--- src/rtl/minmax_tracker.sv ---
// Windowed max/min tracker with per-window signed/unsigned compare.
// Reports extremes and their earliest in-window indices on a handshake.
module minmax_tracker #(
  parameter int WIDTH   = 8,
  parameter int WIN_LEN = 16,
  parameter int IDX_W   = $clog2(WIN_LEN)
) (
  input  logic             clk,
  input  logic             reset,
  input  logic             mode,
  input  logic             s_valid,
  input  logic [WIDTH-1:0] s_data,
  output logic             s_ready,
  output logic             m_valid,
  input  logic             m_ready,
  output logic [WIDTH-1:0] m_max,
  output logic [WIDTH-1:0] m_min,
  output logic [IDX_W-1:0] m_max_idx,
  output logic [IDX_W-1:0] m_min_idx
);

  typedef enum logic [1:0] {
    FIRST,
    ACC,
    DONE
  } state_t;

  localparam logic [IDX_W-1:0] LAST =
    IDX_W'(WIN_LEN - 1);

  state_t           state_q;
  state_t           state_d;
  logic [IDX_W-1:0] count_q;
  logic             mode_q;
  logic [WIDTH-1:0] max_q;
  logic [WIDTH-1:0] min_q;
  logic [IDX_W-1:0] max_idx_q;
  logic [IDX_W-1:0] min_idx_q;
  logic             accept;
  logic             last;

  // Flipping the MSB maps two's complement onto unsigned order.
  function automatic logic gt(
    input logic [WIDTH-1:0] a,
    input logic [WIDTH-1:0] b,
    input logic             sgn
  );
    logic [WIDTH-1:0] ka;
    logic [WIDTH-1:0] kb;
    ka = {a[WIDTH-1] ^ sgn, a[WIDTH-2:0]};
    kb = {b[WIDTH-1] ^ sgn, b[WIDTH-2:0]};
    return ka > kb;
  endfunction

  assign s_ready   = (state_q != DONE);
  assign m_valid   = (state_q == DONE);
  assign accept    = s_valid && s_ready;
  assign last      = (count_q == LAST);
  assign m_max     = max_q;
  assign m_min     = min_q;
  assign m_max_idx = max_idx_q;
  assign m_min_idx = min_idx_q;

  always_comb begin
    state_d = state_q;
    unique case (state_q)
      FIRST: if (accept) state_d = ACC;
      ACC: if (accept && last) state_d = DONE;
      DONE: if (m_ready) state_d = FIRST;
      default: state_d = FIRST;
    endcase
  end

  always_ff @(posedge clk) begin
    if (reset) begin
      state_q   <= FIRST;
      count_q   <= '0;
      mode_q    <= 1'b0;
      max_q     <= '0;
      min_q     <= '0;
      max_idx_q <= '0;
      min_idx_q <= '0;
    end else begin
      state_q <= state_d;
      if (accept && state_q == FIRST) begin
        max_q     <= s_data;
        min_q     <= s_data;
        max_idx_q <= '0;
        min_idx_q <= '0;
        mode_q    <= mode;
        count_q   <= IDX_W'(1);
      end else if (accept) begin
        if (gt(s_data, max_q, mode_q)) begin
          max_q     <= s_data;
          max_idx_q <= count_q;
        end
        if (gt(min_q, s_data, mode_q)) begin
          min_q     <= s_data;
          min_idx_q <= count_q;
        end
        count_q <= last ? '0
                        : count_q + IDX_W'(1);
      end
    end
  end

endmodule
--- config.mk ---
export PLATFORM = sky130hd
export DESIGN_NAME = minmax_tracker
export DESIGN_NICKNAME = d
export VERILOG_FILES = /design/src/rtl/minmax_tracker.sv
export SDC_FILE = /design/constraint.sdc
export NUM_CORES = 1
export LEC_CHECK = 0
export ABC_CLOCK_PERIOD_IN_PS = 4670
export CORE_AREA = 2 2 80 82
export DETAILED_ROUTE_END_ITERATION = 8
export DIE_AREA = 0 0 82 84
export GPL_TIMING_DRIVEN = 0
export PLACE_DENSITY = 0.59
export SETUP_SLACK_MARGIN = 0.02
export SLEW_MARGIN = 20
export SYNTH_ARGS = -nofsm -noshare
export SYNTH_HDL_FRONTEND = slang
export SYNTH_SLANG_ARGS = --single-unit
--- constraint.sdc ---
create_clock -name clk -period 4.67 [get_ports clk]
set_input_delay 0.934 -clock clk [delete_from_list [all_inputs] [get_ports clk]]
set_output_delay 0.934 -clock clk [all_outputs]
set_load 0.02 [all_outputs]
==> qor.log, run 1 <==
qor: setup_path.timing.critical_path.from_type primary input
qor: finish.drive_gt1_share 7.05%
qor: placed_design.dp_hpwl 3100 um
qor: finish.finish.net_count 270
qor: sta.maxSlewViolCount 0
qor: sta.final_period_minus_worst_setup_slack 3.11 ns
qor: sta.rel_slew_slack 58.7%
qor: power_and_ir_drop.max-vdd-ir-drop 0.108 mV
qor: global_route.grt_pass1_wl 6950 um
qor: cts.cts-root-buf sky130_fd_sc_hd__clkbuf_8
qor: cts.worstSkewPairLatency 0.29 ns
qor: synthesis.main_combinational_cell_family_by_area_after_synthesis simple AND/OR/NAND/NOR gates
qor: placed_design.place_congestion 0.807
qor: finish.final_util 38.5%
qor: floorplanning.std_cell_rows 29
qor: setup_path.worst-path-max-fanout 8
qor: job.max_cap_viol_count 0
qor: synthesis.synth_fa_ha_area_share 11.8%
qor: sta.fin_worst_hold_slack 0.482 ns
qor: synthesis.synth_xor_area_share 1.95%
qor: global_route.vias_in_the_first_global_route 1431
qor: finish.mostFrequentLayoutCell sky130_fd_sc_hd__clkdlybuf4s50_1
qor: setup_path.buffers_and_inverters_on_the_worst_path 2
qor: global_route.overflow 0
qor: routing.drt-wirelength-per-cell 12.9 um
qor: worst_hold_path.worst_hold_path_type flip-flop to flip-flop
qor: cts.numCtsBuffers 5
qor: synthesis.synth_compound_gate_area_share 17.5%
qor: setup_path.path_class primary input to flip-flop
qor: cts.cts_hold_buffers_added 0
qor: setup_path.crit_path_max_incr_delay 0.51 ns
qor: synthesis.yosys.area.top_type_share 34.5%
qor: cts.clock_tree.htree_level_count 2
qor: finish.most_frequent_cells_in_the_layout sky130_fd_sc_hd__clkdlybuf4s50_1 (37), sky130_fd_sc_hd__dfxtp_1 (31), sky130_fd_sc_hd__nand2b_1 (25)
qor: power_and_ir_drop.power_leakage 0.956 nW
qor: floorplanning.top_level_ports 39
qor: status.outcome complete, no violations
qor: cts.clock_sinks 31
qor: setup_path.timing.rr.start mode_q$_SDFFE_PP0P_
qor: placed_design.place.port_buffers 37
qor: sta.fin_skew 0.00407 ns
qor: synthesis.yosys_register_bits 31
qor: cts.post_cts_resized 0
qor: global_route.grt_max_degree 11
qor: setup_path.r2r_setup_slack 2.29 ns
qor: routing.route.detailed.drc 0
qor: sta.setup_tns_final 0 ns
qor: routing.vias 1496
qor: floorplanning.initial_core_util 29.5%
qor: setup_path.crit_slowest_cell sky130_fd_sc_hd__clkdlybuf4s50_1
qor: setup_path.critical_path.cell_chain clkdlybuf4s50_1, xnor2_1, inv_1, ha_1, a21oi_1, o2111ai_1, a21oi_4, mux2i_1
qor: synthesis.netlist_area 0.00180 mm^2
qor: floorplanning.core_region_area 0.00610 mm^2
qor: synthesis.synth.yosys.warnings 0
qor: global_route.globalRouteTotalUtil 13.2%
qor: synthesis.synth_simple_gate_area_share 18.9%
qor: routing.drt_pass1_iterations 4
qor: synthesis.synth_largest_area_cell sky130_fd_sc_hd__dfxtp_1
qor: synthesis.postSynthNetCount 226
qor: routing.drt-vias-per-instance 4.70
qor: sta.final-hold-violation-count 0
qor: synthesis.synthDistinctLibCells 33
qor: setup_path.worst_r2r_endpoint m_max[2]$_SDFFE_PP0P_
qor: routing.antenna_left 0
qor: sta.max_freq 321 MHz
qor: synthesis.muxShareOfSynthArea 10.0%
qor: synthesis.synthesis.area_per_instance 9.18 um^2
qor: synthesis.synth.yosys.seq_area_share 34.5%
qor: setup_path.top_cell_family_by_delay_on_the_critical_path compound AO/OA/AOI/OAI gates
qor: power_and_ir_drop.powerDensity 304 mW/mm^2
qor: sta.worstMarginPinSlew 0.610 ns
qor: sta.timing.final.setup_violations 0
qor: setup_path.critical_path.endpoint_type flip-flop
qor: worst_hold_path.hold_path_end m_max_idx[0]$_SDFFE_PP0P_
qor: sta.fin_crit_sh 66.6%
qor: worst_hold_path.worst_hold_startpoint m_max_idx[0]$_SDFFE_PP0P_
qor: routing.finalWirelength 4100 um
qor: setup_path.crit_required 4.88 ns
qor: worst_hold_path.min_path_cells 2
qor: setup_path.worst_r2r_path_depth 7
qor: finish.area.growth.synth_to_final 30.5%
qor: cts.cts.repair_timing.setup_buffer_count 0
qor: synthesis.yosys-top-cells-area sky130_fd_sc_hd__dfxtp_1 (34%), sky130_fd_sc_hd__ha_1 (12%), sky130_fd_sc_hd__mux2i_1 (10%)
qor: floorplanning.dieHeight 84 um
qor: cts.clock_tree_from_tritoncts built
qor: synthesis.synthesis.instances 196
qor: finish.antenna_diode_count 0
qor: cts.clkSlewWorstSetupHoldPaths 0.06 ns
qor: setup_path.worst_ep_arrival_time 3.33 ns
qor: global_route.grt_antenna_before_repair 0
qor: cts.cts-root-to-sink-buffers 2
qor: routing.drt_iter0_drc 67
qor: sta.grt_setup_unrepaired false
qor: floorplanning.floorplan.die.width 82 um
qor: floorplanning.fp.dieArea 0.00689 mm^2
## cell usage after synthesis (all sizes together)
cell and instances:
o2111a 2, a22oi 1, o21ai 9, and2 1
dfxtp 31, o22ai 1, inv 18, and3 1
xnor2 2, ha 17, mux2i 18, nand4 2
nor2 6, o311ai 2, nand2b 26, xor2 2
clkbuf 3, o311a 2, or2 3, nand3 9
o22a 1, a21oi 20, o211ai 2, nor3b 1
o211a 1, buf 2, or3 1, o2111ai 2
nand2 10
## worst register-to-register path: stages (launching register included)
cell,delay [ns]
sky130_fd_sc_hd__dfxtp_1,0.41
sky130_fd_sc_hd__xnor2_1,0.17
sky130_fd_sc_hd__inv_1,0.07
sky130_fd_sc_hd__ha_1,0.32
sky130_fd_sc_hd__a21oi_1,0.27
sky130_fd_sc_hd__o2111ai_1,0.34
sky130_fd_sc_hd__a21oi_4,0.50
sky130_fd_sc_hd__mux2i_1,0.23
## registers in the layout, summed over array words and instances, names as in the netlist
signal,count
count_q,4
m_max,8
m_max_idx,4
m_min,8
m_min_idx,4
mode_q,1
state_q,2
## power breakdown
part / switching, mW / internal, mW
logic: 0.114 / 0.0940
clock network: 0.102 / 0.104
registers: 0.0165 / 0.282
## worst max path at each step
stage / from / endpoint / cells after the start
6_report: s_data[7] / m_max[2]$_SDFFE_PP0P_ / 8
4_1_cts: s_data[7] / m_max[2]$_SDFFE_PP0P_ / 8
3_3_place_gp: s_data[7] / m_max[2]$_SDFFE_PP0P_ / 8
3_5_place_dp: s_data[7] / m_max[6]$_SDFFE_PP0P_ / 8
2_1_floorplan: s_data[7] / m_max[0]$_SDFFE_PP0P_ / 7
5_1_grt: s_data[7] / m_max[0]$_SDFFE_PP0P_ / 8
## cells by family after synthesis
family	after synthesis
adder cells (fa/ha/maj)	17
flip-flops	31
buffers and inverters	23
multiplexers	18
AO/OA/AOI/OAI	43
XOR/XNOR	4
AND/OR/NAND/NOR	60
## area by class of cell
type	instances	area [um^2]
Buffer	5	27.5
Clock buffer	7	76.3
Clock inverter	1	5.00
Fill cell	638	3750
Inverter	18	67.6
Multi-Input combinational cell	142	1080
Sequential cell	31	621
Tap cell	77	96.3
Timing Repair Buffer	37	370
## per-stage QoR
stage	setup slack [ns]	total power, mW	instance area [um^2]	std cells
detailed placement	1.23	0.513	2270	310
CTS	1.52	0.720	2350	318
floorplan	2.09	0.440	1800	196
global placement	1.27	0.510	2270	310
finish	1.56	0.713	2350	318
global route	1.34	0.754	2350	318
## layer usage
| metal | vias up | track usage (%) | routed length (um) |
|---|---|---|---|
| met5 | - | 0 | 0 |
| met1 | 667 | 18.3 | 2070 |
| li1 | 779 | - | - |
| met2 | 44 | 18.9 | 1710 |
| met4 | 0 | 4.55 | 44 |
| met3 | 6 | 4.33 | 270 |
Power figures use the tool's default switching activity.
==> run 2: changes to the inputs <==
Settings changed: ABC_CLOCK_PERIOD_IN_PS 4670 to 2630, PLACE_DENSITY 0.59 to 0.61.
Clock period 4.67 ns to 2.63 ns, I/O delays scaled along.
==> qor.log, run 2 (synthesized netlist as in run 1, its figures left out) <==
qor: floorplanning.top_level_ports 39
qor: finish.finish.net_count 277
qor: floorplanning.dieHeight 84 um
qor: cts.clock_sinks 31
qor: power_and_ir_drop.totalPowerFinal 1.45 mW
qor: floorplanning.fp.dieArea 0.00689 mm^2
qor: setup_path.critical_path.cell_chain clkdlybuf4s50_1, xnor2_2, inv_1, ha_4, nand4_1, buf_4, o311ai_1, o21ai_1, a21oi_1
qor: sta.final-hold-violation-count 0
qor: placed_design.place_congestion 0.797
qor: global_route.globalRouteTotalUtil 12.8%
qor: sta.timing.final.setup_violations 0
qor: cts.clkSlewWorstSetupHoldPaths 0.07 ns
qor: setup_path.worst_ep_arrival_time 2.77 ns
qor: global_route.grt_max_degree 11
qor: sta.final_period_minus_worst_setup_slack 2.55 ns
qor: floorplanning.initial_core_util 29.5%
qor: global_route.vias_in_the_first_global_route 1451
qor: finish.mostFrequentLayoutCell sky130_fd_sc_hd__clkdlybuf4s50_1
qor: placed_design.pre_cts_ws -0.408 ns
qor: routing.drt-wirelength-per-cell 12.5 um
qor: setup_path.crit_path_max_incr_delay 0.59 ns
qor: sta.max_freq 393 MHz
qor: cts.cts-root-to-sink-buffers 2
qor: setup_path.crit_required 2.85 ns
qor: setup_path.crit_slowest_cell sky130_fd_sc_hd__o311ai_1
qor: setup_path.timing.critical_path.from_type primary input
qor: floorplanning.core_region_area 0.00610 mm^2
qor: placed_design.dp_hpwl 3060 um
qor: job.max_cap_viol_count 0
qor: floorplanning.floorplan.die.width 82 um
qor: power_and_ir_drop.max-vdd-ir-drop 0.234 mV
qor: finish.most_frequent_cells_in_the_layout sky130_fd_sc_hd__clkdlybuf4s50_1 (37), sky130_fd_sc_hd__dfxtp_1 (31), sky130_fd_sc_hd__nand2b_1 (25), sky130_fd_sc_hd__inv_1 (18), sky130_fd_sc_hd__mux2i_1 (18)
qor: finish.drive_gt1_share 12.1%
qor: sta.grt_setup_unrepaired false
qor: finish.antenna_diode_count 0
qor: power_and_ir_drop.power_leakage 1.02 nW
qor: cts.clock_tree_from_tritoncts built
qor: cts.worstSkewPairLatency 0.28 ns
qor: floorplanning.std_cell_rows 29
qor: sta.fin_skew 0.00411 ns
qor: cts.cts-root-buf sky130_fd_sc_hd__clkbuf_8
qor: routing.vias 1535
qor: setup_path.critical_path.endpoint_type flip-flop
qor: routing.antenna_left 0
qor: placed_design.place.port_buffers 37
qor: routing.route.detailed.drc 0
qor: routing.finalWirelength 4060 um
qor: cts.numCtsBuffers 5
qor: global_route.grt_antenna_before_repair 0
qor: setup_path.path_class primary input to flip-flop
qor: global_route.grt_pass1_wl 6870 um
qor: sta.fin_crit_sh 96.9%
qor: setup_path.buffers_and_inverters_on_the_worst_path 3
qor: power_and_ir_drop.powerDensity 579 mW/mm^2
qor: worst_hold_path.worst_hold_path_type flip-flop to flip-flop
qor: global_route.overflow 0
qor: sta.layout_setup_ws 0.0823 ns
qor: setup_path.worst-path-max-fanout 4
qor: routing.drt-vias-per-instance 4.72
qor: cts.cts_hold_buffers_added 0
qor: finish.area.growth.synth_to_final 38.8%
qor: sta.worstMarginPinSlew 0.666 ns
qor: sta.rel_slew_slack 54.9%
qor: status.outcome complete, no violations
qor: routing.drt_iter0_drc 84
qor: setup_path.top_cell_family_by_delay_on_the_critical_path compound AO/OA/AOI/OAI gates
qor: cts.clock_tree.htree_level_count 2
qor: routing.drt_pass1_iterations 4
qor: sta.maxSlewViolCount 0
-- run 2: path summary, 6_finish.rpt --
kind | slack, ns | from | endpoint | cells after the start
worst max-delay path | 0.08 | s_data[7] | m_max_idx[1]$_SDFFE_PP0P_ | 9
worst min-delay path | 0.48 | m_max_idx[0]$_SDFFE_PP0P_ | m_max_idx[0]$_SDFFE_PP0P_ | 2
worst max register to register | 0.39 | mode_q$_SDFFE_PP0P_ | m_max_idx[1]$_SDFFE_PP0P_ | 8
worst min register to register | 0.48 | m_max_idx[0]$_SDFFE_PP0P_ | m_max_idx[0]$_SDFFE_PP0P_ | 2
-- run 2: stage by stage --
step / hold slack [ns] / instances / area, um^2 / utilization [%] / TNS (ns)
after floorplan: 0.472 / 196 / 1800 / - / 0
after global placement: 0.474 / 310 / 2270 / 37.2 / -4.82
after detailed placement: 0.477 / 310 / 2270 / 37.2 / -5.38
after CTS: 0.486 / 321 / 2420 / 39.8 / 0
after global routing: 0.517 / 325 / 2500 / 41.0 / 0
final: 0.483 / 325 / 2500 / 41.0 / 0
-- run 2: power breakdown --
part / leakage (nW) / switching (mW) / internal [mW]
clock: 0.0612 / 0.182 / 0.306
sequential: 0.254 / 0.0294 / 0.500
combinational: 0.707 / 0.221 / 0.207
-- run 2: timing repair --
action                                  CTS  global route
hold endpoints to repair                  0             0
buffers inserted                          3             4
pin swaps                                 1             2
gates resized for setup                   1             5
endpoints found under the setup margin    8            16
-- run 2: final cells by class --
| class | count | area (um^2) |
|---|---|---|
| Clock buffer | 6 | 82.6 |
| Multi-Input combinational cell | 142 | 1130 |
| Tap cell | 77 | 96.3 |
| Timing Repair Buffer | 44 | 435 |
| Inverter | 18 | 67.6 |
| Buffer | 5 | 27.5 |
| Sequential cell | 31 | 621 |
| Clock inverter | 2 | 35.0 |
| Fill cell | 643 | 3600 |
-- run 2: worst register-to-register path, cell delays in order, from the launching register on --
cell                       delay, ns
sky130_fd_sc_hd__dfxtp_1        0.44
sky130_fd_sc_hd__xnor2_2        0.15
sky130_fd_sc_hd__inv_1          0.09
sky130_fd_sc_hd__ha_4           0.29
sky130_fd_sc_hd__nand4_1        0.15
sky130_fd_sc_hd__buf_4          0.18
sky130_fd_sc_hd__o311ai_1       0.59
sky130_fd_sc_hd__o21ai_1        0.12
sky130_fd_sc_hd__a21oi_1        0.16
-- run 2: per-layer routing --
metal  routed length [um]  global-route usage, %  vias to the layer above  part of all wire (%)
met5                    0                      0                        -                     0
met4                   84                   5.15                        0                   2.1
met3                  220                   4.00                        7                   5.4
met2                 1770                   18.0                       39                    44
met1                 1990                   17.8                      695                    49
li1                     -                      -                      794                     -
==> run 3: changes to the inputs <==
Settings changed: ABC_CLOCK_PERIOD_IN_PS 2630 to 2200, CAP_MARGIN set to 20.
Clock period 2.63 ns to 2.2 ns, I/O delays scaled along.
==> qor.log, run 3 (synthesized netlist as in run 1, its figures left out) <==
qor: placed_design.placed_cells 310
qor: routing.finalWirelength 4280 um
qor: global_route.grt_pass1_wl 7200 um
qor: finish.final_util 42.8%
qor: cts.cts-root-to-sink-buffers 2
qor: setup_path.worst-path-max-fanout 8
qor: finish.final_cell_count_no_fill 327
qor: routing.drt-vias-per-instance 4.80
qor: cts.cts_hold_buffers_added 0
qor: finish.antenna_diode_count 0
qor: cts.clock_sinks 31
qor: job.max_cap_viol_count 0
qor: routing.route.detailed.drc 0
qor: placed_design.dp_hpwl 3060 um
qor: global_route.grt_antenna_before_repair 0
qor: cts.clock_tree_from_tritoncts built
qor: floorplanning.std_cell_rows 29
qor: global_route.grt_max_degree 11
qor: sta.setup_tns_final 0 ns
qor: sta.maxSlewViolCount 0
qor: global_route.vias_in_the_first_global_route 1549
qor: sta.worstMarginPinSlew 0.660 ns
qor: routing.antenna_left 0
qor: floorplanning.core_region_area 0.00610 mm^2
qor: setup_path.top_cell_family_by_delay_on_the_critical_path buffers and inverters
qor: sta.fin_skew 0.00616 ns
qor: setup_path.crit_required 2.41 ns
qor: routing.drt_pass1_iterations 4
qor: sta.final-hold-violation-count 0
qor: setup_path.buffers_and_inverters_on_the_worst_path 3
qor: sta.grt_setup_unrepaired true
qor: power_and_ir_drop.power_leakage 1.08 nW
qor: status.outcome complete, no violations
qor: routing.drt_iter0_drc 91
qor: sta.final_period_minus_worst_setup_slack 2.10 ns
qor: cts.clock_tree.htree_level_count 2
qor: setup_path.path_class primary input to flip-flop
qor: cts.cts-root-buf sky130_fd_sc_hd__clkbuf_8
qor: floorplanning.fp.dieArea 0.00689 mm^2
qor: cts.clkSlewWorstSetupHoldPaths 0.07 ns
qor: sta.fin_crit_sh 95.3%
qor: finish.most_frequent_cells_in_the_layout sky130_fd_sc_hd__clkdlybuf4s50_1 (32), sky130_fd_sc_hd__dfxtp_1 (30), sky130_fd_sc_hd__nand2b_1 (25), sky130_fd_sc_hd__mux2i_1 (18), sky130_fd_sc_hd__inv_1 (17)
qor: setup_path.timing.critical_path.from_type primary input
qor: placed_design.place.port_buffers 37
qor: cts.worstSkewPairLatency 0.29 ns
qor: floorplanning.initial_core_util 29.5%
qor: sta.timing.final.setup_violations 0
qor: sta.rel_slew_slack 55.3%
qor: setup_path.crit_slowest_cell sky130_fd_sc_hd__clkdlybuf4s50_1
qor: floorplanning.top_level_ports 39
qor: routing.drt-wirelength-per-cell 13.1 um
qor: cts.numCtsBuffers 5
qor: global_route.overflow 0
qor: finish.drive_gt1_share 17.2%
qor: placed_design.pre_cts_ws -0.752 ns
qor: finish.mostFrequentLayoutCell sky130_fd_sc_hd__clkdlybuf4s50_1
qor: routing.vias 1568
qor: setup_path.critical_path.endpoint_type flip-flop
qor: power_and_ir_drop.totalPowerFinal 1.80 mW
qor: power_and_ir_drop.powerDensity 690 mW/mm^2
qor: sta.max_freq 477 MHz
qor: global_route.globalRouteTotalUtil 13.5%
qor: sta.layout_setup_ws 0.103 ns
qor: setup_path.worst_ep_arrival_time 2.31 ns
qor: floorplanning.floorplan.die.width 82 um
qor: worst_hold_path.worst_hold_path_type flip-flop to flip-flop
qor: placed_design.place_congestion 0.797
qor: finish.finish.net_count 279
qor: setup_path.critical_path.cell_chain clkdlybuf4s50_1, inv_1, ha_1, nand2_1, o311a_4, a21oi_4, buf_12, mux2i_1
qor: setup_path.crit_path_max_incr_delay 0.51 ns
qor: power_and_ir_drop.max-vdd-ir-drop 0.279 mV
qor: finish.area.growth.synth_to_final 44.9%
qor: floorplanning.dieHeight 84 um
run 3: changes by cell type in the layout (fill, tap and decap cells not counted), moves of 2 or more:
cell | previous run | this run
sky130_fd_sc_hd__clkdlybuf4s50_1 | 37 | 32
sky130_fd_sc_hd__nand2_1 | 10 | 8
sky130_fd_sc_hd__dlymetal6s2s_1 | 0 | 4
sky130_fd_sc_hd__a21oi_2 | 0 | 3
sky130_fd_sc_hd__nand2_2 | 0 | 2
sky130_fd_sc_hd__a21oi_1 | 17 | 13
run 3: through the flow:
stage	hold slack, ns	instance area [um^2]
floorplan	0.472	1800
global placement	0.474	2270
detailed placement	0.477	2270
CTS	0.486	2540
global route	0.504	2610
finish	0.483	2610
run 3: path summary, 6_finish.rpt:
kind / depth (start not counted) / slack [ns] / startpoint / end
worst max-delay path: 8 / 0.10 / s_data[1] / m_min[3]$_SDFFE_PP0P_
worst min-delay path: 2 / 0.48 / m_max_idx[0]$_SDFFE_PP0P_ / m_max_idx[0]$_SDFFE_PP0P_
worst min register to register: 2 / 0.48 / m_max_idx[0]$_SDFFE_PP0P_ / m_max_idx[0]$_SDFFE_PP0P_
worst max register to register: 8 / 0.12 / mode_q$_SDFFE_PP0P_ / m_max[2]$_SDFFE_PP0P_
run 3: layer usage:
metal,global-route usage [%],vias up,part of all wire [%]
li1,-,797,-
met1,17.8,722,49
met2,19.8,40,43
met3,4.00,9,5.3
met4,6.21,0,2.5
met5,0,-,0
run 3: final cells by class:
cell class,instances,area (um^2)
Fill cell,625,3490
Multi-Input combinational cell,142,1200
Sequential cell,31,624
Timing Repair Buffer,46,472
Tap cell,77,96.3
Clock buffer,6,82.6
Inverter,18,67.6
Clock inverter,2,35.0
Buffer,5,27.5
run 3: worst min-delay path, delay by kind of cell, from the launching register on:
kind,cells,cell delay [ns]
DFF,1,0.31
AOI/OAI and AO/OA,2,0.12
run 3: what timing repair did:
action                                  CTS  global route
buffers inserted                          8             1
pin swaps                                 7             7
endpoints found under the setup margin   23            24
resized for setup                        10            18
gates cloned                              0             0
run 3: report_power, final:
group          switching (mW)  internal [mW]  leakage (nW)  total [mW]
Clock                   0.219          0.366        0.0612       0.585
Combinational           0.291          0.287         0.769       0.578
Sequential             0.0367          0.597         0.254       0.634
